$ cat config.mk
export PLATFORM = sky130hd
export DESIGN_NAME = serial_alu_accum
export DESIGN_NICKNAME = d
export VERILOG_FILES = /design/src/rtl/serial_alu_accum.sv
export SDC_FILE = /design/constraint.sdc
export NUM_CORES = 1
export LEC_CHECK = 0
export CORE_MARGIN = 8
export CORE_UTILIZATION = 52
export DETAILED_ROUTE_END_ITERATION = 7
export GPL_ROUTABILITY_DRIVEN = 0
export PLACE_DENSITY = 0.81
export SETUP_SLACK_MARGIN = 0.4
export SYNTH_ARGS = -nofsm -noshare
export SYNTH_HDL_FRONTEND = slang
export SYNTH_SLANG_ARGS = --single-unit
$ cat constraint.sdc
create_clock -name clk -period 3.3 [get_ports clk]
set_input_delay 0.66 -clock clk [delete_from_list [all_inputs] [get_ports clk]]
set_output_delay 0.66 -clock clk [all_outputs]
set_load 0.03 [all_outputs]
$ cat src/rtl/serial_alu_accum.sv
// serial_alu_accum: bit-serial ALU and accumulator. It drives the serial
// register file's shift, produces one result bit per cycle and writes the
// parallel result back through the register file's store port.
//
// Ports:
//   clk, rstn      clock, synchronous active-low reset
//   start, op      operation request and opcode, sampled only while idle
//   wb_en          write-back enable, sampled together with start
//   rs1_bit        rs1 operand bit, LSB first
//   rs2_bit        rs2 operand bit, LSB first
//   reg_shift_en   advance the register file bit index
//   reg_store_en   parallel store of result into the register file
//   result         accumulator, feeds the register file parallel input
//   busy           operation in progress
//   done           one-cycle completion pulse
//   carry_flag     final carry of the last ADD/SUB
//   zero_flag      last result was zero
module serial_alu_accum #(
  parameter int unsigned WIDTH = 8
) (
  input  logic             clk,
  input  logic             rstn,
  input  logic             start,
  input  logic [2:0]       op,
  input  logic             wb_en,
  input  logic             rs1_bit,
  input  logic             rs2_bit,
  output logic             reg_shift_en,
  output logic             reg_store_en,
  output logic [WIDTH-1:0] result,
  output logic             busy,
  output logic             done,
  output logic             carry_flag,
  output logic             zero_flag
);

  localparam int unsigned CW = (WIDTH > 1) ? $clog2(WIDTH) : 1;

  localparam logic [2:0] OP_ADD  = 3'b000;
  localparam logic [2:0] OP_SUB  = 3'b001;
  localparam logic [2:0] OP_AND  = 3'b010;
  localparam logic [2:0] OP_OR   = 3'b011;
  localparam logic [2:0] OP_XOR  = 3'b100;
  localparam logic [2:0] OP_MOV  = 3'b101;
  localparam logic [2:0] OP_SLL1 = 3'b110;

  typedef enum logic [1:0] {
    IDLE  = 2'd0,
    SHIFT = 2'd1,
    STORE = 2'd2
  } state_e;

  state_e            state_q, state_d;
  logic [2:0]        op_q, op_d;
  logic              wb_q, wb_d;
  logic [CW-1:0]     cnt_q, cnt_d;
  logic              carry_q, carry_d;
  logic              prev_q, prev_d;
  logic [WIDTH-1:0]  result_q, result_d;
  logic              shift_en_q, shift_en_d;
  logic              store_en_q, store_en_d;
  logic              busy_q, busy_d;
  logic              done_q, done_d;
  logic              cflag_q, cflag_d;
  logic              zflag_q, zflag_d;

  logic              b_eff_c;
  logic              bit_r_c;
  logic              carry_nxt_c;
  logic [WIDTH-1:0]  acc_nxt_c;
  logic              last_c;

  // One result bit per cycle; SUB adds the inverted rs2 with carry-in 1.
  always_comb begin
    b_eff_c     = (op_q == OP_SUB) ? ~rs2_bit : rs2_bit;
    carry_nxt_c = (rs1_bit & b_eff_c) | (rs1_bit & carry_q) | (b_eff_c & carry_q);
    bit_r_c     = 1'b0;
    case (op_q)
      OP_ADD, OP_SUB: bit_r_c = rs1_bit ^ b_eff_c ^ carry_q;
      OP_AND:         bit_r_c = rs1_bit & rs2_bit;
      OP_OR:          bit_r_c = rs1_bit | rs2_bit;
      OP_XOR:         bit_r_c = rs1_bit ^ rs2_bit;
      OP_MOV:         bit_r_c = rs2_bit;
      OP_SLL1:        bit_r_c = prev_q;
      default:        bit_r_c = rs1_bit;
    endcase
    acc_nxt_c = {bit_r_c, result_q[WIDTH-1:1]};
    last_c    = (cnt_q == CW'(WIDTH - 1));
  end

  // Next-state and registered-output logic.
  always_comb begin
    state_d    = state_q;
    op_d       = op_q;
    wb_d       = wb_q;
    cnt_d      = cnt_q;
    carry_d    = carry_q;
    prev_d     = prev_q;
    result_d   = result_q;
    shift_en_d = 1'b0;
    store_en_d = 1'b0;
    done_d     = 1'b0;
    cflag_d    = cflag_q;
    zflag_d    = zflag_q;

    case (state_q)
      IDLE: begin
        if (start) begin
          op_d       = op;
          wb_d       = wb_en;
          cnt_d      = '0;
          carry_d    = (op == OP_SUB);
          prev_d     = 1'b0;
          state_d    = SHIFT;
          shift_en_d = 1'b1;
        end
      end
      SHIFT: begin
        result_d = acc_nxt_c;
        carry_d  = carry_nxt_c;
        prev_d   = rs1_bit;
        cnt_d    = cnt_q + CW'(1);
        if (last_c) begin
          // Flags land together with done, from the fully assembled result.
          done_d  = 1'b1;
          zflag_d = (acc_nxt_c == '0);
          if ((op_q == OP_ADD) || (op_q == OP_SUB)) cflag_d = carry_nxt_c;
          if (wb_q) begin
            state_d    = STORE;
            store_en_d = 1'b1;
          end else begin
            state_d = IDLE;
          end
        end else begin
          shift_en_d = 1'b1;
        end
      end
      STORE: begin
        state_d = IDLE;
      end
      default: begin
        state_d = IDLE;
      end
    endcase

    busy_d = (state_d != IDLE);
  end

  // State and output registers.
  always_ff @(posedge clk) begin
    if (!rstn) begin
      state_q    <= IDLE;
      op_q       <= '0;
      wb_q       <= 1'b0;
      cnt_q      <= '0;
      carry_q    <= 1'b0;
      prev_q     <= 1'b0;
      result_q   <= '0;
      shift_en_q <= 1'b0;
      store_en_q <= 1'b0;
      busy_q     <= 1'b0;
      done_q     <= 1'b0;
      cflag_q    <= 1'b0;
      zflag_q    <= 1'b0;
    end else begin
      state_q    <= state_d;
      op_q       <= op_d;
      wb_q       <= wb_d;
      cnt_q      <= cnt_d;
      carry_q    <= carry_d;
      prev_q     <= prev_d;
      result_q   <= result_d;
      shift_en_q <= shift_en_d;
      store_en_q <= store_en_d;
      busy_q     <= busy_d;
      done_q     <= done_d;
      cflag_q    <= cflag_d;
      zflag_q    <= zflag_d;
    end
  end

  assign reg_shift_en = shift_en_q;
  assign reg_store_en = store_en_q;
  assign result       = result_q;
  assign busy         = busy_q;
  assign done         = done_q;
  assign carry_flag   = cflag_q;
  assign zero_flag    = zflag_q;

endmodule

* Word level (Yosys, flattened, before mapping)
Index checks and enable logic that the tools add are counted.
** Word-level totals
- Register bits :: 25
- Input bits :: 9
- Output and inout bits :: 14
** Operators by class
- $add $sub $neg :: 1
- Equality and inequality tests :: 10
- Mux-type cells :: 17
- Bitwise logic cells :: 11
- Reductions and logical operators :: 13
** Operators by type and width (number)
- 3-bit equality test (second input constant) :: 4
- 8-bit zero test :: 1
- 2-bit AND reduction :: 4
- 1-bit two-way mux :: 7
- 3-bit by 1-bit equality test with 1-bit output (second input constant) :: 2
- 3-bit by 2-bit equality test with 1-bit output (second input constant) :: 2
- 2-bit two-way mux :: 3
- 1-bit case mux with 2 select lines :: 3
- 1-bit case mux with 6 select lines :: 1
- 3-bit case mux with 2 select lines :: 1
- 3-bit AND reduction :: 2
- 1-bit bitwise AND :: 4
- 2-bit case mux with 2 select lines :: 1
- 2-bit nonzero test :: 2
- 3-bit by 1-bit adder with 3-bit output (second input constant) :: 1
- 3-bit zero test :: 1
- 3-bit two-way mux :: 1
- 1-bit bitwise OR :: 3
- 1-bit XOR :: 3
- 2-bit by 1-bit equality test with 1-bit output (second input constant) :: 1
- 2-bit zero test :: 1
- 2-bit inequality test (second input constant) :: 1
- 2-bit OR reduction :: 1
- 1-bit logical OR :: 1
- 1-bit inverter :: 1

* Longest topological paths before layout
Gate-level depths: netlist of run 1.
- Depth after elaboration :: 6
- Gate-level depth with buffers :: 8

* Worst setup path before layout of run 1
OpenSTA, ideal clock, no wires.
- Path type :: input -> register
- Start point :: input rs2_bit
- End point :: register zflag_q (netlist: zero_flag)
- Library setup time :: 0.116 ns
- Arrival time :: 1.770 ns
- Required time :: 3.184 ns
- Setup slack :: 1.414 ns
- Cell stages on the path :: 6
- Buffers on the path :: 0
- Cells stage by stage :: xnor2_1 > fa_1 > nor2_1 > a211oi_1 > a21oi_1 > a31o_2
** On the way
- Word-level cells in the longest chain between the ends :: 6
** RTL lines
- start, declared :: RTL line 27 : input logic rs2_bit,
- 1-bit inverter :: RTL line 75 : b_eff_c = (op_q == OP_SUB) ? ~rs2_bit : rs2_bit;
- 1-bit two-way mux :: RTL line 75
- 1-bit XOR (2 in a row) :: RTL line 79 : OP_ADD, OP_SUB: bit_r_c = rs1_bit ^ b_eff_c ^ carry_q;
- 1-bit case mux with 6 select lines * :: RTL line 78 : case (op_q)
- 8-bit zero test * :: RTL line 126 : zflag_d = (acc_nxt_c == '0);
- end signal, assigned :: RTL line 178 : zflag_q <= zflag_d;
- end, declared :: RTL line 65 : logic zflag_q, zflag_d;
Every way passes the cells marked *; elsewhere a longest branch is shown, timed or not.
A chain may end at the register's enable or synchronous reset.

* Worst setup path after layout of run 1
Ends and elaborated chain as after synthesis.

==> summary.md, run 1 <==
| Metric | Value |
|---|---|
| Starting Density | 55.3% |
| # hold bufs at CTS | 0 |
| Syn Area/Cell | 9.86 um2 |
| Crit path launch type | input pin |
| Share of the synthesized area in the top cell type | 46.1% |
| Fmax | 467 MHz |
| Layout Nets | 147 |
| Global-route wire length before repair | 3610 um |
| Clock power frac | 24.7% |
| RSZ-0062 raised after global routing | no |
| Clock slew seen by the registers of the worst setup and hold paths | 120 ps |
| EDFF count, synth | 0 |
| Main area contributors after synthesis | dfxtp_1 (46%), mux2i_1 (6.5%), nand2_1 (5.9%) |
| Setup Skew | 5.52 ps |
| Count leader, synth | dfxtp_1 |
| Cell Area, Placed | 1320 um2 |
| Layout cells sized above 1 | 6.82% |
| Pre-CTS setup slack | 831 ps |
| Via count | 828 |
| Net Sw Frac | 24.8% |
| Warnings, synthesis | 0 |
| P_sw | 0.131 mW |
| WP data required | 3510 ps |
| Initial antenna violation count | 0 |
| Final wirelength | 2080 um |
| Pwr dens | 394 nW/um2 |
| Min Tclk post-route | 2140 ps |
| DIE HEIGHT | 61.7 um |
| Maximum Capacitance Violations | 0 |
| Number of remaining DRC errors | 0 |
| Top cells by count, synth | dfxtp_1 (25), nand2_1 (17), nor2b_1 (9), a21boi_0 (8), mux2i_1 (7) |
| CP Class | input pin to register |
| Pre-antenna DRT Iters | 4 |
| Hpwl dp | 1600 um |
| Largest net degree at the start of global routing | 23 |
| H-Tree Depth | 1 |
| Post-synthesis cell area | 1080 um2 |
| Final TNS setup | 0 ps |
| Post-CTS Setup Bufs | 0 |
| Total grt overflow | 0 |
| Wire length on met2 | 1050 um |
| Vias/cell | 5.21 |
| TritonCTS Buffers | 3 |
| CP Capture Type | register |
| Clk Latency, worst-skew pair | 310 ps |
| Comb pwr share | 14.6% |
| # setup viols final | 0 |
| Total track usage | 12.3% |
| Resize count post-CTS | 0 |
| Core Box Area | 1960 um2 |
| Yosys reg bits | 25 |
| I/O Buffers | 22 |
| Worst endpoint data arrival time | 2350 ps |
| Max Root-Sink Buffers | 2 |
| Maximum VDD drop | 0.269 mV |
| Detail Route Antenna Nets | 0 |
| Design Area, Final | 1340 um2 |
| Static Leakage | 0.507 nW |
| Synth Flop Type | dfxtp_1 |
| Io pins | 23 |
| Clock sinks | 25 |
| Asr flop ratio synth | 0% |
| Flop pwr share | 60.6% |
| Final Hold Fails | 0 |
| Post-synth top area cell | dfxtp_1 |
| Uppermost layer routed | met4 |
| Rel. slew slack | 57.7% |
| FF-to-FF setup slack | 1380 ps |
| Period utilisation layout | 64.8% |
| N_diodes | 0 |
| CTS tree | yes |
| Internal cell power | 0.397 mW |
| Area grow syn2layout | 23.8% |
| Synth cell types | 30 |
| Slew @ Worst Pin | 633 ps |
| Clock Root Buffer | clkbuf_4 |
| Met3 WL | 120 um |
| Sequential share of the synthesized area | 46.1% |
| Vias in the first global route | 857 |
| Hold WC Path Type | register to register |
| CP Max Fanout | 4 |
| Filler cell count | 183 |
| Initial DRC Count | 8 |
| Met1 WL | 888 um |
| Placement Rows | 16 |
| Post-Syn Nets | 124 |
| Die Span X | 61.7 um |
| Outcome | complete, no violations |
| Die area | 3800 um2 |
| Final WS setup | 1160 ps |
| Cell count after synthesis | 110 |
| Slew Limit Fails | 0 |
| Wirelength per Cell | 13.1 um |
path summary, 6_finish.rpt:
kind                                        startpoint                      to  depth (start not counted)
worst min register to register  result[0]$_SDFFE_PN0P_  result[0]$_SDFFE_PN0P_                          2
worst max register to register    op_q[2]$_SDFFE_PN0P_  zero_flag$_SDFFE_PN0P_                          8
worst max-delay path                           rs2_bit  zero_flag$_SDFFE_PN0P_                          7
worst min-delay path            result[0]$_SDFFE_PN0P_  result[0]$_SDFFE_PN0P_                          2
critical path, stage by stage:
cell and delay [ps]:
clkdlybuf4s50_1 540, xnor2_1 110, fa_1 490, nor2_1 40
a211oi_1 210, a21oi_1 80, a31o_2 230
metrics by stage:
step | std cells | total power, mW | hold WS (ps) | utilization [%]
2_1_floorplan | 110 | 0.377 | 452 | -
3_3_place_gp | 155 | 0.402 | 454 | 67.1
3_5_place_dp | 155 | 0.405 | 476 | 67.1
4_1_cts | 159 | 0.536 | 494 | 68.4
5_1_grt | 159 | 0.554 | 521 | 68.4
6_report | 159 | 0.529 | 490 | 68.4
final cells by class:
class	count	area, um2	share of cell area, %
tap	27	33.8	2.52
sequential	25	500	37.3
inverter	4	15.0	1.12
clock buffer	4	26.3	1.96
timing repair buffer	23	228	17.0
multi-input combinational	76	539	40.2
power groups by stage:
stage	Sequential [mW]	Clock, mW	Combinational (mW)
final	0.320	0.131	0.0774
after global routing	0.322	0.147	0.0856
after CTS	0.320	0.137	0.0784
after detailed placement	0.327	0	0.0781
after global placement	0.327	0	0.0752
after floorplan	0.333	0	0.0444
kinds of logic (layout without fill, tap and decap cells):
| kind of cell | after synthesis | count (layout) | synth area share (%) |
|---|---|---|---|
| compound gates | 20 | 20 | 12.8 |
| xor+xnor | 1 | 1 | 0.808 |
| fa+ha+maj | 5 | 5 | 6.46 |
| buf+inv | 9 | 31 | 4.15 |
| flops | 25 | 25 | 46.1 |
| mux | 8 | 8 | 8.54 |
| simple gates | 42 | 42 | 21.1 |
flip-flops by register name, indices dropped and copies added, names as in the netlist, 2 cells and up:
register and flops:
op_q 3, cnt_q 3, state_q 2, result 8
layer usage:
layer | up-vias | GRT usage (%)
li1 | 415 | -
met1 | 399 | 13.8
met2 | 12 | 21.6
met3 | 2 | 2.51
met4 | 0 | 5.84
met5 | - | 0
cells in the final DEF (no fill, tap or decap):
| master | Yosys | layout |
|---|---|---|
| nor4_1 | 1 | 1 |
| nor3b_2 | 1 | 1 |
| or2_1 | 1 | 1 |
| a31o_2 | 1 | 1 |
| and3_4 | 1 | 1 |
| o21bai_1 | 1 | 1 |
| or2b_1 | 1 | 1 |
| and2_4 | 1 | 1 |
| and2_1 | 2 | 2 |
| clkdlybuf4s50_1 | 0 | 22 |
| nor2_1 | 3 | 3 |
| nand3_1 | 2 | 2 |
| a21boi_0 | 8 | 8 |
| buf_4 | 1 | 1 |
| a211oi_1 | 1 | 1 |
| or4_1 | 1 | 1 |
| ha_1 | 4 | 4 |
| xnor2_1 | 1 | 1 |
| fa_1 | 1 | 1 |
| clkbuf_4 | 0 | 3 |
| nor3b_1 | 2 | 2 |
| nand2_1 | 17 | 17 |
| dfxtp_1 | 25 | 25 |
| clkbuf_1 | 3 | 1 |
| inv_1 | 4 | 4 |
| nor2b_1 | 9 | 9 |
| a22oi_1 | 4 | 4 |
| mux2i_1 | 7 | 7 |
| o21ai_0 | 2 | 2 |
| mux4_2 | 1 | 1 |
| a21oi_1 | 3 | 3 |
Note: power is estimated with default switching activity, not from simulation.
==> run 2, diff against run 1 <==
- CORE_UTILIZATION: 52 -> 49
- PLACE_DENSITY: 0.81 -> 0.77
- clock period: 3.3 -> 2.25 ns (I/O delays scaled with it)
==> run 2 against run 1 <==
Highest routed layer unchanged. Power up 48%. Critical endpoint unchanged. Worst setup slack got worse by 720 ps. Sequential share of layout area fell by 0.75 points.
==> summary.md, run 2 (synthesis gave the netlist of run 1 again) <==
| Metric | Value |
|---|---|
| CP Capture Type | register (unchanged) |
| CP Class | register to register (was input pin to register) |
| Rel. slew slack | 61.6% (was 57.7%) |
| Design Area, Final | 1380 um2 (was 1340 um2) |
| Total track usage | 11.3% (was 12.3%) |
| TritonCTS Buffers | 3 (unchanged) |
| Largest net degree at the start of global routing | 22 (was 23) |
| Hold WS | 486 ps (was 490 ps) |
| Layout Nets | 149 (was 147) |
| Max reg flops | 8 (unchanged) |
| Pwr dens | 566 nW/um2 (was 394 nW/um2) |
| Initial antenna violation count | 0 (unchanged) |
| RR Startpoint | op_q[1]$_SDFFE_PN0P_ (was op_q[2]$_SDFFE_PN0P_) |
| DIE HEIGHT | 63.1 um (was 61.7 um) |
| Slew @ Worst Pin | 574 ps (was 633 ps) |
| Initial DRC Count | 16 (was 8) |
| CTS tree | yes (unchanged) |
| I/O Buffers | 22 (unchanged) |
| # setup viols final | 0 (unchanged) |
| Clock Root Buffer | clkbuf_4 (unchanged) |
| Clock sinks | 25 (unchanged) |
| Number of remaining DRC errors | 0 (unchanged) |
| Hold WC Path Type | register to register (unchanged) |
| Die Span X | 63.1 um (was 61.7 um) |
| Cell count of the worst hold path | 2 (unchanged) |
| Cell Area, Placed | 1330 um2 (was 1320 um2) |
| Clk Latency, worst-skew pair | 310 ps (about the same) |
| Max Root-Sink Buffers | 2 (unchanged) |
| Placement Rows | 17 (was 16) |
| Io pins | 23 (unchanged) |
| Slew Limit Fails | 0 (unchanged) |
| Crit path launch type | register (was input pin) |
| Die area | 3980 um2 (was 3800 um2) |
| Layout cells sized above 1 | 12.7% (was 6.82%) |
| Reg2Reg Depth | 8 (unchanged) |
| Core Box Area | 2150 um2 (was 1960 um2) |
| Most frequent cells in the layout | dfxtp_1 (23), nand2_1 (16), clkdlybuf4s50_1 (11), nor2b_1 (9), a21boi_0 (8) (was dfxtp_1 (25), clkdlybuf4s50_1 (22), nand2_1 (17), nor2b_1 (9), a21boi_0 (8)) |
| Outcome | complete, no violations (unchanged) |
| Setup Skew | 5.19 ps (was 5.52 ps) |
| # hold bufs at CTS | 0 (unchanged) |
| Vias in the first global route | 806 (was 857) |
| Final wirelength | 2090 um (was 2080 um) |
| Area grow syn2layout | 27.6% (was 23.8%) |
| Maximum VDD drop | 0.290 mV (was 0.269 mV) |
| Final Hold Fails | 0 (unchanged) |
| RSZ-0062 raised after global routing | yes (was no) |
| Global-route wire length before repair | 3710 um (was 3610 um) |
| Hpwl dp | 1600 um (about the same) |
| Total grt overflow | 0 (unchanged) |
| Worst endpoint data arrival time | 2030 ps (was 2350 ps) |
| Starting Density | 50.5% (was 55.3%) |
| Detail Route Antenna Nets | 0 (unchanged) |
| Vias/cell | 5.18 (was 5.21) |
| Maximum Capacitance Violations | 0 (unchanged) |
| Static Leakage | 0.619 nW (was 0.507 nW) |
| Period utilisation layout | 80.3% |
| Via count | 839 (was 828) |
| Wirelength per Cell | 12.9 um (was 13.1 um) |
| Fmax | 554 MHz |
| Final TNS setup | 0 ps (unchanged) |
| Worst Setup SP | op_q[1]$_SDFFE_PN0P_ (was rs2_bit) |
| Pre-antenna DRT Iters | 4 (unchanged) |
| Min Tclk post-route | 1810 ps |
| CP Max Fanout | 4 (unchanged) |
| H-Tree Depth | 1 (unchanged) |
| N_diodes | 0 (unchanged) |
| Worst hold start | result[0]$_SDFFE_PN0P_ (unchanged) |
| Clock slew seen by the registers of the worst setup and hold paths | 130 ps (was 120 ps) |
| WP data required | 2470 ps (was 3510 ps) |
| Commonest non-fill, non-tap cell in the layout | dfxtp_1 (unchanged) |
==> run 2: cell types whose count changed in the layout (fill, tap and decap cells not counted), sizes merged <==
cell and change:
clkdlybuf4s50 -11, dlygate4sd2 +7, dlymetal6s2s +4, buf +2
clkbuf -1, clkinv +1
==> run 2: final cells by class <==
type / count / area (um2)
clock buffer: 3 / 22.5
tap: 28 / 35.0
clock inverter: 1 / 5.00
sequential: 25 / 505
multi-input combinational: 76 / 557
fill: 193 / 764
inverter: 4 / 15.0
timing repair buffer: 25 / 244
==> run 2: routing by layer <==
layer	GRT usage [%]	wire length [um]	up-vias	part of all wire, %
li1	-	-	424	-
met1	12.7	903	400	43
met2	18.8	1070	13	51
met3	3.18	92	2	4.4
met4	5.98	26	0	1.2
met5	0	0	-	0
==> run 2: through the flow <==
step / setup WS (ps) / instances / utilization (%) / power, mW
finish: 444 / 162 / 64.4 / 0.784
floorplan: 483 / 110 / - / 0.553
global placement: 68.1 / 158 / 62.0 / 0.592
global route: 357 / 162 / 64.4 / 0.821
CTS: 393 / 162 / 63.1 / 0.791
detailed placement: 45.6 / 158 / 62.0 / 0.596
==> run 2: final timing paths <==
check | slack (ps) | end
hold / removal | 490 | result[0]$_SDFFE_PN0P_
setup / recovery | 440 | zero_flag$_SDFFE_PN0P_
hold reg to reg | 490 | result[0]$_SDFFE_PN0P_
setup reg to reg | 440 | zero_flag$_SDFFE_PN0P_
==> run 2: timing repair <==
item,CTS,global route
gates resized for setup,9,9
pin swaps,0,2
endpoints found under the setup margin,8,4
setup buffers,0,0
==> run 2: where the power goes <==
part | switching (mW) | internal (mW)
clock | 0.130 | 0.0664
sequential | 0.0138 | 0.457
combinational | 0.0578 | 0.0583
==> run 2: critical path, stage by stage, from the launching register on <==
cell      delay [ps]
dfxtp_2          370
nor2_4           120
nand2_2           80
xnor2_2          140
fa_1             500
nor2_1            50
a211oi_1         160
a21oi_1           80
a31o_2           230
